File: src/rtl/query_page_scheduler.sv
// Per-query sequencer: holds the column projector configuration for one query and drains the
// projector result FIFO into page bursts, issuing one page-write command after each page.
module query_page_scheduler #(
  parameter int PAGE_WORDS = 128,
  parameter int PAGE_BYTES = 4096
) (
  input  logic         clk,
  input  logic         rst,
  input  logic         cmd_valid,
  output logic         cmd_ready,
  input  logic [31:0]  cmd_base_addr,
  input  logic [31:0]  cmd_record_num,
  input  logic [7:0]   cmd_column_flag,
  output logic         cfg_valid,
  output logic [31:0]  cfg_record_num,
  output logic [7:0]   cfg_column_flag,
  input  logic         proj_done,
  input  logic         data_fifo_empty,
  output logic         data_fifo_rd_en,
  input  logic [255:0] data_fifo_dout,
  output logic         page_wr_valid,
  input  logic         page_wr_ready,
  output logic [255:0] page_wr_data,
  output logic         wcmd_valid,
  input  logic         wcmd_ready,
  output logic [127:0] wcmd,
  output logic         query_done,
  output logic [31:0]  pages_written,
  output logic         err_partial
);

  typedef enum logic [1:0] {IDLE, STREAM, ISSUE, DONE} state_e;

  localparam logic [15:0] LastWord = 16'(PAGE_WORDS - 1);
  localparam logic [15:0] PageLen  = 16'(PAGE_WORDS);
  localparam logic [31:0] PageInc  = 32'(PAGE_BYTES);

  state_e         state_q;
  logic [31:0]    pageAddr_q;
  logic [15:0]    wordCnt_q;
  logic [15:0]    length_q;
  logic           doneSeen_q;
  logic           cfgValid_q;
  logic [31:0]    cfgRecordNum_q;
  logic [7:0]     cfgColumnFlag_q;
  logic           pwValid_q;
  logic [255:0]   pwData_q;
  logic [31:0]    pagesWritten_q;
  logic           errPartial_q;

  logic wordAccept;
  logic lastAccept;
  logic fifoPop;
  logic drained;

  // The accept that closes a page must not pull the first word of the next page into the register.
  assign wordAccept = pwValid_q & page_wr_ready;
  assign lastAccept = wordAccept & (wordCnt_q == LastWord);
  assign fifoPop    = (state_q == STREAM) & ~data_fifo_empty & (~pwValid_q | page_wr_ready) & ~lastAccept;
  assign drained    = doneSeen_q & data_fifo_empty & ~pwValid_q;

  always_ff @(posedge clk) begin
    if (rst) begin
      state_q         <= IDLE;
      pageAddr_q      <= '0;
      wordCnt_q       <= '0;
      length_q        <= '0;
      doneSeen_q      <= 1'b0;
      cfgValid_q      <= 1'b0;
      cfgRecordNum_q  <= '0;
      cfgColumnFlag_q <= '0;
      pwValid_q       <= 1'b0;
      pwData_q        <= '0;
      pagesWritten_q  <= '0;
      errPartial_q    <= 1'b0;
    end else begin
      if (state_q != IDLE && proj_done) doneSeen_q <= 1'b1;
      case (state_q)
        IDLE: begin
          if (cmd_valid) begin
            cfgRecordNum_q  <= cmd_record_num;
            cfgColumnFlag_q <= cmd_column_flag;
            cfgValid_q      <= 1'b1;
            pageAddr_q      <= cmd_base_addr;
            wordCnt_q       <= '0;
            doneSeen_q      <= 1'b0;
            pagesWritten_q  <= '0;
            errPartial_q    <= 1'b0;
            state_q         <= STREAM;
          end
        end
        STREAM: begin
          if (fifoPop) begin
            pwValid_q <= 1'b1;
            pwData_q  <= data_fifo_dout;
          end else if (wordAccept) begin
            pwValid_q <= 1'b0;
          end
          if (wordAccept) wordCnt_q <= wordCnt_q + 16'd1;
          if (lastAccept) begin
            length_q <= PageLen;
            state_q  <= ISSUE;
          end else if (drained) begin
            // A short final page still gets a command, flagged as partial.
            if (wordCnt_q == 16'd0) begin
              state_q <= DONE;
            end else begin
              length_q     <= wordCnt_q;
              errPartial_q <= 1'b1;
              state_q      <= ISSUE;
            end
          end
        end
        ISSUE: begin
          if (wcmd_ready) begin
            pageAddr_q     <= pageAddr_q + PageInc;
            pagesWritten_q <= pagesWritten_q + 32'd1;
            wordCnt_q      <= '0;
            state_q        <= drained ? DONE : STREAM;
          end
        end
        DONE: begin
          cfgValid_q <= 1'b0;
          state_q    <= IDLE;
        end
        default: state_q <= IDLE;
      endcase
    end
  end

  assign cmd_ready       = (state_q == IDLE);
  assign cfg_valid       = cfgValid_q;
  assign cfg_record_num  = cfgRecordNum_q;
  assign cfg_column_flag = cfgColumnFlag_q;
  assign data_fifo_rd_en = fifoPop;
  assign page_wr_valid   = pwValid_q;
  assign page_wr_data    = pwData_q;
  assign wcmd_valid      = (state_q == ISSUE);
  assign wcmd            = wcmd_valid ? {72'b0, 8'h01, length_q, pageAddr_q} : 128'b0;
  assign query_done      = (state_q == DONE);
  assign pages_written   = pagesWritten_q;
  assign err_partial     = errPartial_q;

endmodule
File: config.mk
export PLATFORM = sky130hd
export DESIGN_NAME = query_page_scheduler
export DESIGN_NICKNAME = d
export VERILOG_FILES = /design/src/rtl/query_page_scheduler.sv
export SDC_FILE = /design/constraint.sdc
export NUM_CORES = 1
export LEC_CHECK = 0
export CORE_AREA = 2 2 309 311
export CTS_BUF_LIST = sky130_fd_sc_hd__clkbuf_2
export CTS_CLUSTER_SIZE = 24
export DETAILED_ROUTE_END_ITERATION = 10
export DIE_AREA = 0 0 311 313
export GPL_ROUTABILITY_DRIVEN = 0
export PLACE_DENSITY = 0.41
export SETUP_SLACK_MARGIN = 0.15
export SYNTH_ARGS = -nofsm -noshare
export SYNTH_HDL_FRONTEND = slang
export SYNTH_SLANG_ARGS = --single-unit
File: constraint.sdc
create_clock -name clk -period 2.15 [get_ports clk]
set_clock_uncertainty 0.05 [all_clocks]
set_input_delay 0.43 -clock clk [delete_from_list [all_inputs] [get_ports clk]]
set_output_delay 0.43 -clock clk [all_outputs]
set_load 0.05 [all_outputs]
==> results.py <==
metrics = {
    "outcome": {
        "status": "complete, but fails checks",
        "violations": "negative setup slack",
    },
    "synthesis": {
        "yosysSeqAreaShare_pct": 50.6,
        "synth_top_cell_by_area": "dfxtp_1",
        "yosysTopAreaCellShare_pct": 50.6,
        "synth_cell_types": 55,
        "synth.cell_area_sq_um": 15800,
        "synth-edff-count": 0,
        "synthArstFlopShare_pct": 0,
        "syn_area_per_cell_sq_um": 7.93,
        "ys_top_cells_by_area": "dfxtp_1 51%, nand2_1 16%, a21oi_1 11%, buf_4 5.1%, and2_1 1.8%",
        "syn_inst": 1985,
        "synth_top_flop_cell": "dfxtp_1",
        "ys_warn_count": 0,
        "synth-seq-cells": 398,
    },
    "route": {
        "wirelength_um": 78000,
        "num_vias": 18800,
        "drtAntennaViolNets": 0,
        "wl_per_cell_um": 16.4,
        "vias_per_cell": 3.96,
        "drt_drc_violations_left": 0,
        "drt_iter0_markers": 743,
        "first_pass_iters": 5,
    },
    "sta": {
        "tightestPinTransition_ps": 665,
        "max_slew_margin_pct": 55.6,
        "hold_viol": 0,
        "fin_ws_ps": -955,
        "fin_crit_ps": 3100,
        "rsz0062_at_grt": "true",
        "fin_crit_sh_pct": 144,
        "slew_violations": 0,
        "maxClockFrequency_mhz": 322,
        "finalSetupViolCount": 516,
    },
    "critical_path": {
        "critical_path_required_ps": 1670,
        "cp_max_fo": 2,
        "critPathKind": "reg -> out",
        "crit_path_end_kind": "output port",
        "start_kind": "flop",
        "cp.arrival_ps": 2620,
    },
    "floorplan": {
        "die_y_um": 313,
        "pin_count": 798,
        "design.core.area_sq_um": 94200,
        "die_w_um": 311,
        "rows": 113,
        "die-area_sq_um": 97300,
        "start_util_pct": 16.7,
    },
    "power_and_ir_drop": {
        "switching_power_mw": 6.78,
        "p_sw_share_pct": 34.9,
        "leakage_nw": 13.9,
        "ir_drop_v": 0.000368,
        "pwr-share-clk_pct": 30.0,
        "p_seq_share_pct": 41.7,
        "p_int_mw": 12.6,
        "p_comb_share_pct": 28.3,
        "power_mw": 19.4,
        "p_per_area_nw_per_um2": 557,
    },
    "cts": {
        "clkTransAtPathRegs_ps": 100,
        "numClockSinks": 398,
        "clk_path_buf_depth": 3,
        "cts_tree": "built",
        "cts_buffers": 119,
        "cts_root_buf": "clkbuf_2",
        "clk_latency_ps": 1270,
        "htreeDepth": 3,
    },
    "hold_path": {
        "holdCritPathClass": "in -> reg",
    },
    "placement": {
        "dp_hpwl_um": 53300,
        "place_area_sq_um": 25500,
        "port_buffers": 718,
        "place_ws_ps": -453,
    },
    "grt": {
        "gr-usage-met3_pct": 4.51,
        "grtUsageMet1_pct": 17.4,
        "track_usage_pct": 15.2,
        "grt_antenna_before_repair": 5,
        "grt_start_max_net_pins": 57,
        "grt_pass1_vias": 19200,
        "busiest_layer": "met2",
        "overflow": 0,
        "grt_pass1_wl_um": 115000,
        "use_met2_pct": 26.4,
    },
    "layout": {
        "area_growth_pct": 121,
        "post-route-util_pct": 37.0,
        "n_fill_cell": 9746,
        "final_layout_size_suffix_gt1_share_pct": 35.6,
        "fin_nets": 3738,
        "postLayoutCellArea_sq_um": 34800,
    },
    "run": {
        "maxCapViolCount": 0,
    },
}
## worst paths after layout
kind / startpoint / end / slack (ps) / depth (start not counted)
worst max-delay path: wordCnt_q[9] / data_fifo_rd_en / -950 / 6
worst min-delay path: data_fifo_dout[116] / page_wr_data[116] / 210 / 4
worst max register to register: wordCnt_q[9] / page_wr_data[104] / -100 / 11
worst min register to register: pageAddr_q[0] / pageAddr_q[0] / 410 / 2
## state kept, by name, summed over array words and instances, names as in the netlist
signal           flops
page_wr_data       256
wordCnt_q           16
pages_written       32
pageAddr_q          32
cfg_record_num      32
state_q              2
err_partial          1
cfg_column_flag      8
doneSeen_q           1
cfg_valid            1
page_wr_valid        1
length_q            16
## per-stage QoR
step | hold slack (ps) | cells | TNS [ps]
2_1_floorplan | 376 | 2063 | 0
3_3_place_gp | 389 | 3979 | -91670
3_5_place_dp | 393 | 3979 | -96650
4_1_cts | -10.3 | 4692 | -169560
5_1_grt | -18.3 | 4749 | -190110
6_report | 211 | 4749 | -72230
## power groups by stage
stage	clock network [mW]	logic (mW)	registers (mW)
3_5_place_dp	0	4.26	8.12
5_1_grt	6.56	5.79	8.14
6_report	5.82	5.48	8.09
3_3_place_gp	0	4.27	8.11
4_1_cts	6.21	5.35	8.09
2_1_floorplan	0	1.34	9.18
## cell families after synthesis
logic type | share of synthesized area, %
xor+xnor | 1.72
fa+ha+maj | 0.318
compound gates | 14.6
flops | 50.6
simple gates | 24.2
other cells | 0.0238
buf+inv | 8.21
mux | 0.381
## area by class of cell
type | count | area, sq um | share of cell area (%)
diodes | 8 | 20.0 | 0.0575
clock buffers | 170 | 851 | 2.44
clock inverters | 28 | 158 | 0.453
inverters | 15 | 80.1 | 0.230
multi-input cells | 1438 | 7020 | 20.2
flip-flops and latches | 398 | 8510 | 24.4
well taps | 1265 | 1580 | 4.54
repair buffers | 1427 | 16600 | 47.7
## routing by layer
layer / share of wire (%) / wire [um]
met1: 40 / 31100
met2: 51 / 39500
met3: 6.1 / 4780
met4: 3.3 / 2600
met5: 0.015 / 12
## cells in the final DEF (no fill, tap or decap), types with 9 or more instances in the layout
| cell type | instances |
|---|---|
| nor3_1 | 9 |
| clkinv_1 | 19 |
| a21oi_1 | 345 |
| inv_1 | 12 |
| clkbuf_2 | 170 |
| nor2_1 | 61 |
| dfxtp_2 | 292 |
| dfxtp_4 | 46 |
| buf_12 | 99 |
| and3_1 | 10 |
| conb_1 | 79 |
| buf_4 | 194 |
| dlygate4sd3_1 | 450 |
| dfxtp_1 | 60 |
| clkdlybuf4s50_1 | 333 |
| buf_6 | 21 |
| a22o_1 | 15 |
| nand3_1 | 21 |
| nand4_1 | 14 |
| nand2_1 | 650 |
| xor2_1 | 25 |
| and2_4 | 44 |
| o21ai_0 | 30 |
| buf_8 | 317 |
| or3_1 | 18 |
## synth_stat cells (8+ instances only)
| cell | number |
|---|---|
| nand2_1 | 655 |
| dfxtp_1 | 398 |
| a21oi_1 | 346 |
| buf_4 | 106 |
| clkbuf_1 | 70 |
| nor2_1 | 68 |
| and2_1 | 46 |
| buf_2 | 34 |
| o21ai_0 | 30 |
| xor2_1 | 25 |
| nand3_1 | 22 |
| or3_1 | 18 |
| a22o_1 | 15 |
| inv_1 | 14 |
| nand4_1 | 14 |
| and3_1 | 10 |
| nor3_1 | 10 |
| and4_1 | 9 |
| nor2b_1 | 8 |
## worst max-delay path, cell delays in order, from the launching register on
cell and delay [ps]:
dfxtp_2 350, nor4_4 350, nand3_2 130, o211ai_4 230
buf_12 170, inv_16 40, buf_12 140
## timing repair
action,4_1_cts,5_1_grt
hold buffers,450,0
setup endpoints to repair,638,677
cloned,5,6
gates resized for setup,2741,56
hold endpoints to repair,398,0
buffers inserted,60,43
pin swaps,29,11
(Power assumes the default switching activity.)
